## src/rtl/fetch_pkg.sv

```systemverilog
// Shared definitions for the fetch stage: fetch FSM states and default field widths.
package fetch_pkg;

  localparam int DEF_ADDR_W  = 8;
  localparam int DEF_INSTR_W = 8;
  localparam int DEF_OPC_W   = 4;
  localparam int DEF_DEPTH   = 256;

  typedef enum logic [1:0] {
    IDLE = 2'd0,
    LOAD = 2'd1,
    RUN  = 2'd2
  } fetch_state_e;

endpackage

```

## src/rtl/fetch_fifo2.sv

```systemverilog
// Two-entry FIFO for fetched words; entry 0 is always the head.
// Pushes into a full FIFO without a simultaneous pop are ignored.
module fetch_fifo2 #(
  parameter int W = 16
) (
  input  logic         clk,
  input  logic         rst_n,
  input  logic         srst,
  input  logic         push,
  input  logic         pop,
  input  logic [W-1:0] din,
  output logic         full,
  output logic         empty,
  output logic [W-1:0] head
);

  logic [W-1:0] ent0_r;
  logic [W-1:0] ent1_r;
  logic [1:0]   cnt_r;
  logic         do_pop_s;

  assign do_pop_s = pop & (cnt_r != 2'd0);

  // entry storage and occupancy count
  always_ff @(posedge clk or negedge rst_n) begin
    if (!rst_n) begin
      ent0_r <= '0;
      ent1_r <= '0;
      cnt_r  <= 2'd0;
    end else if (srst) begin
      ent0_r <= '0;
      ent1_r <= '0;
      cnt_r  <= 2'd0;
    end else begin
      case ({push, do_pop_s})
        2'b10: begin
          if (cnt_r == 2'd0) begin
            ent0_r <= din;
            cnt_r  <= 2'd1;
          end else if (cnt_r == 2'd1) begin
            ent1_r <= din;
            cnt_r  <= 2'd2;
          end else begin
            cnt_r  <= cnt_r;
          end
        end
        2'b01: begin
          ent0_r <= ent1_r;
          ent1_r <= '0;
          cnt_r  <= cnt_r - 2'd1;
        end
        2'b11: begin
          // count unchanged; with one entry the new word becomes the head directly
          if (cnt_r == 2'd1) begin
            ent0_r <= din;
          end else begin
            ent0_r <= ent1_r;
            ent1_r <= din;
          end
        end
        default: begin
          cnt_r <= cnt_r;
        end
      endcase
    end
  end

  assign full  = (cnt_r == 2'd2);
  assign empty = (cnt_r == 2'd0);
  assign head  = ent0_r;

endmodule

```

## src/rtl/instruction_fetch.sv

```systemverilog
// Fetch stage: program memory, one-cycle read stage, load/run FSM and a
// 2-entry output buffer presenting {opcode, operand, address} over valid/ready.
module instruction_fetch
  import fetch_pkg::*;
#(
  parameter int ADDR_W  = DEF_ADDR_W,
  parameter int INSTR_W = DEF_INSTR_W,
  parameter int OPC_W   = DEF_OPC_W,
  parameter int DEPTH   = DEF_DEPTH
) (
  input  logic                     clk,
  input  logic                     power,
  input  logic [ADDR_W-1:0]        add,
  input  logic [ADDR_W-1:0]        last_add,
  input  logic                     load_en,
  input  logic [ADDR_W-1:0]        load_addr,
  input  logic [INSTR_W-1:0]       load_data,
  input  logic                     instr_ready,
  output logic                     instr_valid,
  output logic [INSTR_W-1:0]       instr,
  output logic [OPC_W-1:0]         opcode,
  output logic [INSTR_W-OPC_W-1:0] operand,
  output logic [ADDR_W-1:0]        instr_addr,
  output logic                     prog_end,
  output logic                     overrun
);

  localparam int OPR_W   = INSTR_W - OPC_W;
  localparam int ENTRY_W = ADDR_W + INSTR_W;

  fetch_state_e       state_r;
  fetch_state_e       state_nxt_s;
  logic               flush_s;
  logic [INSTR_W-1:0] mem_r [0:DEPTH-1];
  logic               rd_v_r;
  logic [INSTR_W-1:0] rd_data_r;
  logic [ADDR_W-1:0]  rd_addr_r;
  logic               push_s;
  logic               pop_s;
  logic               full_s;
  logic               empty_s;
  logic [ENTRY_W-1:0] head_s;
  logic               prog_end_r;
  logic               overrun_r;

  // next-state logic; leaving RUN for LOAD discards everything in flight
  always_comb begin
    state_nxt_s = state_r;
    flush_s     = 1'b0;
    case (state_r)
      IDLE: begin
        if (load_en) state_nxt_s = LOAD;
        else         state_nxt_s = RUN;
      end
      LOAD: begin
        if (load_en) state_nxt_s = LOAD;
        else         state_nxt_s = RUN;
      end
      RUN: begin
        if (load_en) begin
          state_nxt_s = LOAD;
          flush_s     = 1'b1;
        end else begin
          state_nxt_s = RUN;
        end
      end
      default: state_nxt_s = IDLE;
    endcase
  end

  // state register
  always_ff @(posedge clk or negedge power) begin
    if (!power) state_r <= IDLE;
    else        state_r <= state_nxt_s;
  end

  // program memory keeps its contents across reset
  always_ff @(posedge clk) begin
    if ((state_r == LOAD) && load_en) mem_r[load_addr] <= load_data;
  end

  // read stage: one fetch per RUN cycle
  always_ff @(posedge clk or negedge power) begin
    if (!power) begin
      rd_v_r    <= 1'b0;
      rd_data_r <= '0;
      rd_addr_r <= '0;
    end else begin
      rd_v_r    <= (state_r == RUN) && !load_en;
      rd_data_r <= mem_r[add];
      rd_addr_r <= add;
    end
  end

  assign push_s = rd_v_r & ~flush_s;
  assign pop_s  = ~empty_s & instr_ready;

  fetch_fifo2 #(.W(ENTRY_W)) u_fifo (
    .clk   (clk),
    .rst_n (power),
    .srst  (flush_s),
    .push  (push_s),
    .pop   (pop_s),
    .din   ({rd_addr_r, rd_data_r}),
    .full  (full_s),
    .empty (empty_s),
    .head  (head_s)
  );

  // end-of-program pulse and sticky drop flag
  always_ff @(posedge clk or negedge power) begin
    if (!power) begin
      prog_end_r <= 1'b0;
      overrun_r  <= 1'b0;
    end else begin
      prog_end_r <= pop_s && (head_s[ENTRY_W-1 -: ADDR_W] == last_add);
      overrun_r  <= overrun_r | (push_s & full_s & ~pop_s);
    end
  end

  assign instr_valid = ~empty_s;
  assign instr       = head_s[INSTR_W-1:0];
  assign opcode      = head_s[INSTR_W-1 -: OPC_W];
  assign operand     = head_s[OPR_W-1:0];
  assign instr_addr  = head_s[ENTRY_W-1 -: ADDR_W];
  assign prog_end    = prog_end_r;
  assign overrun     = overrun_r;

endmodule

```

## config.mk

```make
export PLATFORM = sky130hd
export DESIGN_NAME = instruction_fetch
export DESIGN_NICKNAME = d
export VERILOG_FILES = /design/src/rtl/fetch_pkg.sv /design/src/rtl/fetch_fifo2.sv /design/src/rtl/instruction_fetch.sv
export SDC_FILE = /design/constraint.sdc
export NUM_CORES = 2
export LEC_CHECK = 0
export CORE_MARGIN = 2
export CORE_UTILIZATION = 40
export CTS_BUF_LIST = sky130_fd_sc_hd__clkbuf_8
export CTS_CLUSTER_DIAMETER = 150
export DETAILED_ROUTE_END_ITERATION = 10
export GPL_ROUTABILITY_DRIVEN = 0
export PLACE_DENSITY = 0.66
export SLEW_MARGIN = 20
export SYNTH_ARGS = -nofsm -noshare
export SYNTH_HDL_FRONTEND = slang
export SYNTH_SLANG_ARGS = --single-unit
```

## constraint.sdc

```tcl
create_clock -name clk -period 2.4 [get_ports clk]
set_input_delay 0.48 -clock clk [delete_from_list [all_inputs] [get_ports clk]]
set_output_delay 0.48 -clock clk [all_outputs]
set_load 0.01 [all_outputs]
```

==> run_results.csv <==
group,metric,value,unit
outcome,outcome,"finished with violations",
outcome,violations,"setup timing",
placed_design,dpl.hpwl,147000,um
worst_setup_path,critPathRequiredTime,3.33,ns
global_routing,grt_max_degree,84,
floorplanning,die_area,209000,sq um
yosys,synth_cell_types,69,
timing,worst_slew_pin_slew,0.827,ns
timing,finalHoldViolCount,0,
worst_setup_path,r2r_setup_slack,0.03,ns
yosys,ys_ff_latch,2103,
drt,via_count,45459,
clock_network,cts_buffer_depth,4,
worst_setup_path,crit_path_max_incr_delay,0.54,ns
clock_network,cts_root_buf,"clkbuf_8",
final_layout,fillers,16491,
timing,rsz0062_at_grt,"true",
yosys,ys.flop_type,"edfxtp_1",
yosys,synth_area,82300,sq um
yosys,synthArstFlopShare,2.62,%
power_and_ir_drop,p_total,74.7,mW
timing,skew,0.0808,ns
yosys,synth_top_area_cell,"edfxtp_1",
floorplanning,initial_utilization,40.2,%
clock_network,cts-buffers-inserted,336,
worst_setup_path,crit_family,"buffers and inverters",
worst_setup_path,path_class,"in2reg",
final_layout,final_nets,5122,
worst_setup_path,cp_max_fo,11,
final_layout,layout-drive-gt1-share,33.6,%
timing,period_needed,2.44,ns
global_routing,overflow,0,
yosys,synth_cells,4047,
drt,firstDrtPassIters,5,
placed_design,portBuffers,62,
floorplanning,fp.dieW,458,um
clock_network,cts_sinks,2103,
flow_run,max-cap-violations,0,
drt,vias_per_cell,5.67,
drt,drc,0,
drt,first_iter_violations,5940,
floorplanning,io_pins,63,
power_and_ir_drop,ir_drop,685,uV
worst_setup_path,cp-start-kind,"primary input",
timing,finalMaxSlewViolations,0,
min_path,hp-class,"in2reg",
yosys,synth_nets,4086,
timing,slew-limit-headroom,44.9,%
yosys,ys_top_cells_by_area,"edfxtp_1 75%, mux4_2 12%, mux2i_1 3.1%, dfrtp_1 1.7%, nor2_1 1.4%",
final_layout,fin_cells,8013,
clock_network,cts_tree,"done",
clock_network,clk_latency,1.06,ns
timing,holdWs,0.0865,ns
floorplanning,die_y,458,um
worst_setup_path,crit_slowest_cell,"clkdlybuf4s50_1",
drt,wl_per_cell,27.8,um
global_routing,grt_pass1_vias,45605,
floorplanning,num_rows,166,
timing,postLayoutSetupSlackWorst,-0.0372,ns
floorplanning,core_area,205000,sq um
final_layout,area_delta_synth_final,20.5,%
timing,setup_violations,2,
clock_network,path_clk_slew,0.06,ns
worst_setup_path,crit_arrival,3.36,ns
worst_setup_path,critPathBufInv,7,
timing,finalCritPeriodShare,102,%
yosys,ys_seq_area_share,76.4,%
timing,max_freq,410,MHz
global_routing,track_usage,21.1,%
yosys,synth_top_area_share,74.7,%
global_routing,grt_pass1_wl,322000,um
yosys,syn_avg_cell_area,20.3,sq um
worst_setup_path,crit_path_frequent_cell,"buf_4",
drt,routed_wl,223000,um
global_routing,antenna_found_initial,8,
yosys,synth_edf_count,2048,
worst_setup_path,crit_path_cell_trace,"dlygate4sd3_1 -> clkdlybuf4s50_1 -> buf_12 -> nor2_1 -> buf_4 -> buf_4 -> a221oi_1 -> buf_4 -> o22ai_1 -> nor3_2 -> buf_4 -> nor4_1",
placed_design,dp.cells,7406,
worst_setup_path,critPathCaptureType,"flip-flop",
drt,ant_nets,0,
yosys,ys_warn_count,0,
power_and_ir_drop,leakage,33.7,nW
power_and_ir_drop,power_density,753,nW/um^2
clock_network,htreeDepth,5,
-- layout by cell type (no fill, tap or decap), types with 21 or more instances in the layout --
master	count
o221ai_1	66
inv_1	101
a21oi_1	73
o21ai_0	42
mux4_2	444
nor2b_1	22
buf_4	756
nand2_1	116
mux2i_1	258
dlygate4sd2_1	24
nor3_1	21
dfrtp_1	55
nor2_1	308
clkinv_1	75
edfxtp_1	2048
clkbuf_8	355
clkdlybuf4s50_1	21
nand3_1	48
buf_12	117
clkinv_2	33
o22ai_1	60
-- Yosys cell counts (all sizes together), types with 15 or more instances --
master / instances
edfxtp: 2048
mux4: 444
nor2: 310
mux2i: 258
buf: 142
nand2: 117
clkbuf: 110
a21oi: 77
o221ai: 66
o22ai: 60
dfrtp: 55
nand3: 49
o21ai: 48
nor3: 25
nor2b: 22
a211oi: 19
a22o: 19
a22oi: 16
and2: 16
nand4: 15
-- kinds of logic (layout without fill, tap and decap cells) --
family | count (synthesis) | in the layout | share of synthesized area, %
AOI/OAI and AO/OA | 371 | 371 | 3.10
muxes | 708 | 708 | 15.4
DFF | 2103 | 2103 | 76.4
buffers and inverters | 259 | 1534 | 1.84
and+or+nand+nor | 593 | 593 | 3.14
other | 0 | 3 | 0
xor gates and xnor gates | 10 | 10 | 0.106
adders and majority gates | 3 | 3 | 0.0456
-- per-layer routing --
metal  GRT usage, %  wire length [um]  up-vias
li1               -                 -    18825
met1           29.7             89600    23691
met2           32.4            103000     2515
met3           4.81             21800      428
met4           7.79              8440        0
met5              0                 0        -
-- registers in the layout, indices dropped and copies added, names as in the netlist --
register	cells
rd_addr_r	8
rd_data_r	8
overrun	1
u_fifo.ent1_r	16
mem_r	2048
u_fifo.cnt_r	2
prog_end	1
u_fifo.head	16
rd_v_r	1
state_r	2
-- layout make-up --
cell class              count  area [sq um]  area share (%)
diodes                      3          7.51         0.00757
clock buffers             346          4760            4.80
clock inverters           231          1240            1.26
inverters                   7          31.3          0.0315
multi-input cells        1685         18100            18.2
flip-flops and latches   2103         62900            63.4
well taps                2688          3360            3.39
repair buffers            950          8790            8.86
-- stage by stage --
step / TNS (ns) / setup slack, ns / utilization (%) / instance area (sq um)
floorplan: -0.0105 / -0.00791 / - / 82400
global placement: -300.56 / -1.11 / 45.4 / 92800
detailed placement: -359.55 / -1.11 / 45.4 / 92800
CTS: -0.0250 / -0.0250 / 48.4 / 99000
global route: -0.0436 / -0.0342 / 48.5 / 99200
finish: -0.0641 / -0.0372 / 48.5 / 99200
-- what timing repair did --
| item | in CTS | in global routing |
|---|---|---|
| setup buffers | 7 | 5 |
| hold buffers | 15 | 0 |
| setup endpoints to repair | 32 | 9 |
| pin swaps | 2 | 5 |
| gates resized for setup | 54 | 18 |
| hold endpoints to repair | 200 | 0 |
-- power breakdown --
part | internal [mW] | leakage, nW | switching (mW)
clock network | 14.5 | 3.43 | 13.7
registers | 40.5 | 19.1 | 0.224
logic | 2.49 | 11.2 | 3.30
total | 57.5 | 33.7 | 17.2
-- final timing paths --
| check | from | cells after the start | endpoint |
|---|---|---|---|
| setup / recovery | add[5] | 12 | rd_data_r[7] |
| min in group asynchronous | power | 4 | u_fifo.ent1_r[14] |
| max in group asynchronous | power | 4 | rd_addr_r[0] |
| hold reg to reg | overrun | 1 | overrun |
| hold / removal | load_data[2] | 1 | mem_r[230][2] |
| setup reg to reg | mem_r[178][1] | 5 | rd_data_r[1] |
-- worst reg2reg max path, stage by stage, from the launching register on --
cell	delay [ns]
edfxtp_1	0.38
mux4_2	0.50
mux4_2	0.49
a22oi_1	0.23
nand4_1	0.38
and4_1	0.33
Power figures use the tool's default switching activity.
